$ cat src/rtl/adder_result_buffer_if.sv
// Bundle connecting the adder result buffer to the adder-side producer and the checker-side consumer.
// The producer side drives the in_* tuple and out_ready; the buffer side drives the head entry and its status.
interface adder_result_buffer_if #(
  parameter int DEPTH = 8,
  parameter int CNT_W = 8
);
  localparam int LVL_W = $clog2(DEPTH + 1);

  logic             in_valid;
  logic [3:0]       in_iop1;
  logic [3:0]       in_iop2;
  logic [4:0]       in_op;
  logic             out_valid;
  logic             out_ready;
  logic [3:0]       out_iop1;
  logic [3:0]       out_iop2;
  logic [4:0]       out_op;
  logic             out_err;
  logic [LVL_W-1:0] level;
  logic             full;
  logic [CNT_W-1:0] err_cnt;
  logic [CNT_W-1:0] drop_cnt;

  modport master (
    output in_valid, in_iop1, in_iop2, in_op, out_ready,
    input  out_valid, out_iop1, out_iop2, out_op, out_err, level, full, err_cnt, drop_cnt
  );

  modport slave (
    input  in_valid, in_iop1, in_iop2, in_op, out_ready,
    output out_valid, out_iop1, out_iop2, out_op, out_err, level, full, err_cnt, drop_cnt
  );
endinterface

$ cat src/rtl/adder_result_buffer.sv
// FIFO behind the 4-bit adder: stores {iop1, iop2, op} with a self-check error tag and drains over valid/ready.
// The adder cannot be stalled, so tuples arriving while full are dropped and counted.
module adder_result_buffer #(
  parameter int DEPTH = 8,
  parameter int CNT_W = 8
) (
  input  logic                 clk,
  input  logic                 rst,
  adder_result_buffer_if.slave bus
);
  localparam int PTR_W = $clog2(DEPTH);
  localparam int LVL_W = $clog2(DEPTH + 1);
  localparam int ENT_W = 14;

  logic [ENT_W-1:0] mem [DEPTH];
  logic [PTR_W-1:0] wr_ptr;
  logic [PTR_W-1:0] rd_ptr;
  logic [LVL_W-1:0] level;
  logic [CNT_W-1:0] err_cnt;
  logic [CNT_W-1:0] drop_cnt;

  logic             out_valid;
  logic             full;
  logic             pop;
  logic             push;
  logic             drop;
  logic [4:0]       sum;
  logic             in_err;
  logic [ENT_W-1:0] head;

  assign out_valid = (level != '0);
  assign full      = (level == LVL_W'(DEPTH));
  assign pop       = out_valid & bus.out_ready;
  assign push      = bus.in_valid & (~full | pop);
  assign drop      = bus.in_valid & full & ~pop;

  // Full 5-bit compare so a carry out of the operands is checked, not truncated.
  assign sum    = {1'b0, bus.in_iop1} + {1'b0, bus.in_iop2};
  assign in_err = (bus.in_op != sum);

  always_ff @(posedge clk) begin
    if (push && !rst) begin
      mem[wr_ptr] <= {in_err, bus.in_iop1, bus.in_iop2, bus.in_op};
    end
  end

  always_ff @(posedge clk) begin
    if (rst) begin
      wr_ptr   <= '0;
      rd_ptr   <= '0;
      level    <= '0;
      err_cnt  <= '0;
      drop_cnt <= '0;
    end else begin
      if (push) begin
        wr_ptr <= wr_ptr + 1'b1;
      end
      if (pop) begin
        rd_ptr <= rd_ptr + 1'b1;
      end
      case ({push, pop})
        2'b10:   level <= level + 1'b1;
        2'b01:   level <= level - 1'b1;
        default: level <= level;
      endcase
      if (push && in_err && (err_cnt != '1)) begin
        err_cnt <= err_cnt + 1'b1;
      end
      if (drop && (drop_cnt != '1)) begin
        drop_cnt <= drop_cnt + 1'b1;
      end
    end
  end

  assign head = out_valid ? mem[rd_ptr] : '0;

  assign bus.out_valid = out_valid;
  assign bus.out_err   = head[13];
  assign bus.out_iop1  = head[12:9];
  assign bus.out_iop2  = head[8:5];
  assign bus.out_op    = head[4:0];
  assign bus.level     = level;
  assign bus.full      = full;
  assign bus.err_cnt   = err_cnt;
  assign bus.drop_cnt  = drop_cnt;
endmodule

$ cat src/flat_wrapper.sv
// flat-port wrapper written by rule: the top's interface ports become plain ports
module adder_result_buffer_flat 
#(
  parameter int DEPTH = 8,
  parameter int CNT_W = 8
)
  (clk, rst, bus_in_valid, bus_in_iop1, bus_in_iop2, bus_in_op, bus_out_ready, bus_out_valid, bus_out_iop1, bus_out_iop2, bus_out_op, bus_out_err, bus_level, bus_full, bus_err_cnt, bus_drop_cnt);
  adder_result_buffer_if #(.DEPTH(DEPTH), .CNT_W(CNT_W)) bus_i ();
  input  logic clk;
  input  logic rst;
  input wire logic [$bits(bus_i.in_valid)-1:0] bus_in_valid;
  input wire logic [$bits(bus_i.in_iop1)-1:0] bus_in_iop1;
  input wire logic [$bits(bus_i.in_iop2)-1:0] bus_in_iop2;
  input wire logic [$bits(bus_i.in_op)-1:0] bus_in_op;
  input wire logic [$bits(bus_i.out_ready)-1:0] bus_out_ready;
  output wire logic [$bits(bus_i.out_valid)-1:0] bus_out_valid;
  output wire logic [$bits(bus_i.out_iop1)-1:0] bus_out_iop1;
  output wire logic [$bits(bus_i.out_iop2)-1:0] bus_out_iop2;
  output wire logic [$bits(bus_i.out_op)-1:0] bus_out_op;
  output wire logic [$bits(bus_i.out_err)-1:0] bus_out_err;
  output wire logic [$bits(bus_i.level)-1:0] bus_level;
  output wire logic [$bits(bus_i.full)-1:0] bus_full;
  output wire logic [$bits(bus_i.err_cnt)-1:0] bus_err_cnt;
  output wire logic [$bits(bus_i.drop_cnt)-1:0] bus_drop_cnt;
  assign bus_i.in_valid = bus_in_valid;
  assign bus_i.in_iop1 = bus_in_iop1;
  assign bus_i.in_iop2 = bus_in_iop2;
  assign bus_i.in_op = bus_in_op;
  assign bus_i.out_ready = bus_out_ready;
  assign bus_out_valid = bus_i.out_valid;
  assign bus_out_iop1 = bus_i.out_iop1;
  assign bus_out_iop2 = bus_i.out_iop2;
  assign bus_out_op = bus_i.out_op;
  assign bus_out_err = bus_i.out_err;
  assign bus_level = bus_i.level;
  assign bus_full = bus_i.full;
  assign bus_err_cnt = bus_i.err_cnt;
  assign bus_drop_cnt = bus_i.drop_cnt;
  adder_result_buffer #(.DEPTH(DEPTH), .CNT_W(CNT_W)) u_core (.clk(clk), .rst(rst), .bus(bus_i));
endmodule
$ cat config.mk
export PLATFORM = sky130hd
export DESIGN_NAME = adder_result_buffer_flat
export DESIGN_NICKNAME = d
export VERILOG_FILES = /design/src/rtl/adder_result_buffer_if.sv /design/src/rtl/adder_result_buffer.sv /design/src/flat_wrapper.sv
export SDC_FILE = /design/constraint.sdc
export NUM_CORES = 1
export LEC_CHECK = 0
export ABC_AREA = 1
export CAP_MARGIN = 0
export CORE_ASPECT_RATIO = 0.8
export CORE_UTILIZATION = 57
export DETAILED_ROUTE_END_ITERATION = 7
export GPL_TIMING_DRIVEN = 1
export HOLD_SLACK_MARGIN = 0.12
export PLACE_DENSITY = 0.87
export SYNTH_ARGS = -nofsm -noshare
export SYNTH_HDL_FRONTEND = slang
export SYNTH_SLANG_ARGS = --single-unit
export TNS_END_PERCENT = 100
$ cat constraint.sdc
create_clock -name clk -period 2.7 [get_ports clk]
set_input_delay 0.54 -clock clk [delete_from_list [all_inputs] [get_ports clk]]
set_output_delay 0.54 -clock clk [all_outputs]
set_load 0.02 [all_outputs]
==> flow_summary_export.csv <==
group,metric,value,unit
place,dp_hpwl,8.85,mm
worst_setup_path,cp-end-kind,"primary output",
final_layout,layout_common_cells,"131 x nor2_1, 112 x edfxtp_1, 56 x nand2_1, 51 x o21ai_0, 38 x clkdlybuf4s50_1",
routing,drcViolationCount,0,
floorplan,fp.dieW,118,um
job,cap_violations,0,
timing,worst_slack,0.0613,ns
final_layout,final_layout_size_suffix_gt1_share,12.2,%
timing,fin_crit_sh,97.7,%
final_layout,nFillCells,635,
logic_synthesis,syn-num-nets,591,
global_routing,grt_pass1_wl,23.1,mm
worst_setup_path,rr_worst_depth,15,
cts,htree_levels,4,
floorplan,core,0.0103,mm^2
final_layout,layout_commonest_cell,"nor2_1",
worst_setup_path,cp_max_fo,16,
final_layout,n_antenna_cell,0,
timing,max_freq,379,MHz
power_and_ir_drop,max-vdd-ir-drop,0.000484,V
timing,setup_tns,0,ns
worst_setup_path,ff2ff_setup_slack,0.49,ns
worst_setup_path,endpoint,"bus_out_iop2[1]",
final_layout,fin_nets,662,
worst_setup_path,cp.required,2.16,ns
logic_synthesis,async_flop_share,0,%
logic_synthesis,synth_cell_types,29,
timing,whs,0.492,ns
routing,routed_wl,14.8,mm
cts,cts_tree,"built",
place,port_buffers,52,
global_routing,grt_pass1_vias,4559,
cts,cts_made_buffers,17,
routing,drtAntennaViolNets,0,
logic_synthesis,netlist_instances,562,
cts,cts.sinks,141,
floorplan,dieArea,0.0111,mm^2
global_routing,gr-total-overflow,0,
worst_setup_path,worst-setup-path-type,"register to primary output",
global_routing,grt_max_degree,57,
global_routing,antenna_found_initial,0,
timing,slew_violations,0,
logic_synthesis,ys_seq_area_share,64.7,%
cts,clock_path_buffers,2,
power_and_ir_drop,p_leak,2.77,nW
routing,wl_per_cell,18.9,um
worst_setup_path,critPathArrivalTime,2.10,ns
timing,hold_viol_final,0,
cts,insertion_delay,0.42,ns
worst_setup_path,r2r-end,"u_core.bus.level[3]$_SDFFE_PP0P_",
cts,clock-root-buffer,"clkbuf_16",
floorplan,num_rows,33,
place,pre_cts_ws,-0.0416,ns
floorplan,fp.dieH,94.5,um
routing,initialDrtViolationCount,598,
timing,setup_viol_count_final,0,
global_routing,grt_usage,27.7,%
final_layout,postLayoutCoreUtil,72.6,%
logic_synthesis,synth_area,0.00610,mm^2
routing,vias,4669,
final_layout,area_growth,22.9,%
logic_synthesis,synth-seq-cells,141,
logic_synthesis,ys.flop_type,"edfxtp_1",
place,gp_congestion,0.870,
routing,via_per_inst,5.95,
timing,fin_skew,0.00807,ns
timing,min_period,2.64,ns
final_layout,final_cell_area,0.00750,mm^2
timing,slew-limit-headroom,65.1,%
cts,cts.clk_slew.worst_paths,0.06,ns
cts,ctsHoldBuffers,0,
timing,max_slew.worst_pin.slew,0.523,ns
hold_path,hold_class,"register to register",
logic_synthesis,syn_avg_cell_area,10.9,um^2
power_and_ir_drop,powerDensity,808,mW/mm^2
logic_synthesis,yosysWarnings,0,
timing,rsz0062_at_grt,"false",
floorplan,start_util,59.1,%
routing,dr.pass1.iters,5,
worst_setup_path,crit-reg2reg-launch,"u_core.bus.level[1]$_SDFFE_PP0P_",
worst_setup_path,start_kind,"register",
run_status,status,"finished, final reports clean",
place,dpl_cell_area,0.00695,mm^2
logic_synthesis,synth_edf_count,112,
floorplan,io_pins,53,
[per-stage QoR]
| stage | cells | total power [mW] |
|---|---|---|
| finish | 785 | 6.06 |
| global placement | 754 | 3.86 |
| global route | 785 | 6.29 |
| detailed placement | 754 | 3.92 |
| CTS | 785 | 6.06 |
| floorplan | 562 | 3.36 |
[cell families (layout without fill, tap and decap cells)]
group                      Yosys count  after routing  share of synthesized area [%]
xor gates and xnor gates            11             11                           1.58
and+or+nand+nor                    233            233                           16.4
DFF                                141            141                           64.7
AOI/OAI and AO/OA                  106            106                           10.5
buffers and inverters               59            142                           4.16
adders and majority gates           12             12                           2.71
[cell usage after synthesis (2+ instances only)]
| cell type | n | area, um^2 |
|---|---|---|
| a21oi_1 | 25 | 125 |
| buf_1 | 2 | 7.51 |
| buf_2 | 8 | 40.0 |
| buf_4 | 4 | 30.0 |
| clkbuf_1 | 9 | 33.8 |
| dfxtp_1 | 29 | 581 |
| edfxtp_1 | 112 | 3360 |
| fa_1 | 2 | 40.0 |
| ha_1 | 10 | 125 |
| inv_1 | 28 | 105 |
| inv_2 | 6 | 22.5 |
| nand2_1 | 56 | 210 |
| nand2_2 | 5 | 31.3 |
| nand3_1 | 15 | 75.1 |
| nand3_2 | 4 | 40.0 |
| nand4_1 | 13 | 81.3 |
| nor2_1 | 131 | 492 |
| nor2_2 | 3 | 18.8 |
| nor3_1 | 4 | 20.0 |
| o21ai_0 | 51 | 255 |
| o32ai_1 | 28 | 245 |
| xnor2_1 | 6 | 52.6 |
| xor2_1 | 5 | 43.8 |
[power by group]
part	internal [mW]	total, mW	switching [mW]	leakage [nW]
registers	2.41	2.47	0.0554	1.25
logic	0.499	1.38	0.882	1.24
clock network	1.34	2.21	0.867	0.281
total	4.25	6.06	1.81	2.77
[cell type report]
| cell class | instances | area (um^2) | area share [%] |
|---|---|---|---|
| sequential | 141 | 3950 | 52.6 |
| inverter | 35 | 131 | 1.75 |
| clock inverter | 13 | 125 | 1.67 |
| multi-input combinational | 362 | 1930 | 25.7 |
| timing repair buffer | 76 | 766 | 10.2 |
| tap | 140 | 175 | 2.34 |
| clock buffer | 18 | 429 | 5.72 |
[metal layers]
metal	part of all wire (%)	up-vias	routed length, um	track usage (%)
li1	-	2129	-	-
met4	3.0	0	441	13.6
met1	38	2221	5660	34.4
met2	50	267	7450	46.8
met5	0	-	0	0
met3	8.6	52	1270	6.10
[sequential cells by signal, indices dropped and copies added, names as in the netlist, named ones only]
signal / count
u_core.mem: 112
u_core.bus.drop_cnt: 8
u_core.bus.err_cnt: 8
u_core.bus.level: 4
u_core.rd_ptr: 3
u_core.wr_ptr: 3
[how the worst min path moves through the flow]
| stage | depth (start not counted) | startpoint | slack [ns] | endpoint |
|---|---|---|---|---|
| final | 1 | u_core.rd_ptr[0]$_SDFFE_PP0N_ | 0.49 | u_core.rd_ptr[0]$_SDFFE_PP0N_ |
| after global routing | 2 | u_core.rd_ptr[2]$_SDFFE_PP0N_ | 0.51 | u_core.rd_ptr[2]$_SDFFE_PP0N_ |
| after CTS | 1 | u_core.rd_ptr[0]$_SDFFE_PP0N_ | 0.49 | u_core.rd_ptr[0]$_SDFFE_PP0N_ |
| after detailed placement | 1 | u_core.rd_ptr[0]$_SDFFE_PP0N_ | 0.47 | u_core.rd_ptr[0]$_SDFFE_PP0N_ |
| after global placement | 2 | u_core.rd_ptr[2]$_SDFFE_PP0N_ | 0.44 | u_core.rd_ptr[2]$_SDFFE_PP0N_ |
| after floorplan | 2 | u_core.rd_ptr[2]$_SDFFE_PP0N_ | 0.43 | register |
[critical path, stage by stage (launching register included)]
cell and delay [ns]:
dfxtp_2 0.41, buf_4 0.25, nor2_1 0.08, o32ai_1 0.29, nor2_1 0.10, nor2_1 0.19, dlygate4sd2_1 0.37
[what timing repair did]
action / in CTS / in global routing
setup endpoints to repair: 14 / 1
cloned: 0 / 0
setup buffers: 0 / 0
gates resized for setup: 19 / 2
Note: power is estimated with default switching activity, not from simulation.
==> patch (config.mk and constraints unchanged) <==
Put a register stage on the output `bus.out_err`, without a reset. The value now appears one clock later.
--- a/src/rtl/adder_result_buffer.sv
+++ b/src/rtl/adder_result_buffer.sv
@@ -77,3 +77,5 @@
   assign bus.out_valid = out_valid;
-  assign bus.out_err   = head[13];
+  always_ff @(posedge clk) begin
+    bus.out_err <= head[13];
+  end
   assign bus.out_iop1  = head[12:9];
Behaviour: not the same (Yosys sat finds a counterexample within 4 cycles, from zero or initial values and one cycle with rst high).
==> patch against the unedited design <==
- final area grew 2.1%
- total power grew 2.7%
- via count grew 0.90%
- area after synthesis grew 1.9%
- largest power group unchanged
- worst setup slack lost 0.026 ns
- sequential cell count grew 1
- routed wire length grew 2.7%
- critical endpoint unchanged
- global-route usage grew 0.64 points
==> patch: results (changes against the unedited design) <==
- Status: finished, final reports clean
- Top area cells in the synthesized netlist: edfxtp_1 54%, dfxtp_1 9.7%, nor2_1 7.9%, o32ai_1 3.9%, o21ai_0 3.9%
- Total GRT Usage: 28.4% (+0.64 points)
- Met1 Track Usage GR: 35.1% (+0.67 points)
- Leakage: 0.00279 uW (+0.67%)
- Metal2 WL: 7490 microns (+0.52%)
- NetSw: 1890 uW (+5.0%)
- Layout Skew: 0.00634 ns (-0.00173 ns)
- Mapped Nets: 595 (+0.68%)
- HP Class: flop to flop
- Commonest cells in the netlist: 131 x nor2_1, 112 x edfxtp_1, 51 x nand2_1, 48 x o21ai_0, 30 x dfxtp_1
- Placer Congestion: 0.800 (-8.0%)
- Clk buf depth: 2 (unchanged)
- GR Util met2: 47.7% (+0.90 points)
- Min-Delay Path Depth: 2 (+1)
- Crit Path Max Fanout: 36 (+20)
- Reg-to-Reg Start: u_core.bus.level[0]
- GRT met3 Usage: 7.12% (+1.0 points)
- Post-synthesis compound-gate area fraction: 10.2% (-0.23 points)
- Worst-Margin Slew: 0.549 ns (+0.0263 ns)
- Fillers: 642 (+1.1%)
- Estimated wirelength of the detail-placed design: 9020 microns (+1.9%)
- DRT iter0 DRCs: 546 (-8.7%)
- P_comb: 1520 uW (+10%)
- Sequential share of the synthesized area: 63.8% (-0.88 points)
- Synth Area in XOR/XNOR: 1.27% (-0.31 points)
- Worst vdd ir: 0.811 mV (+68%)
- DRT met1 WL: 6060 microns (+7.1%)
- WL met3: 1080 microns (-15%)
- Post-Synth Adder-Cell Area: 2.66% (-0.050 points)
- Fin nets: 665 (+0.45%)
- R2R Setup Slk: 0.55 ns (+0.06 ns)
[patch: what timing repair did]
action,CTS,global route
setup endpoints to repair,13,3
hold buffers,0,0
gates resized for setup,15,4
[patch: cell type report]
cell class | instances | area share (%)
sequential | 142 | 51.8
multi-input combinational | 363 | 26.1
timing repair buffer | 75 | 10.7
clock buffer | 18 | 5.60
tap | 140 | 2.29
inverter | 37 | 1.88
clock inverter | 13 | 1.63
[patch: metrics by stage]
step                      setup TNS [ns]  utilization, %  setup WS, ns  std cells  area, sq um
final                                  0            73.6        0.0357        788         7660
after global routing             -0.0522            73.6       -0.0522        788         7660
after CTS                              0            73.5        0.0120        788         7650
after detailed placement           -2.06            68.3        -0.164        757         7100
after global placement             -1.06            68.3       -0.0864        757         7100
after floorplan                        0               -         0.192        566         6210
[patch: worst min-delay path, delay by kind of cell, from the launching register on]
kind,cells,cell delay (ns)
AO/OA/AOI/OAI,1,0.07
buffers and inverters,1,0.05
flip-flops,1,0.31
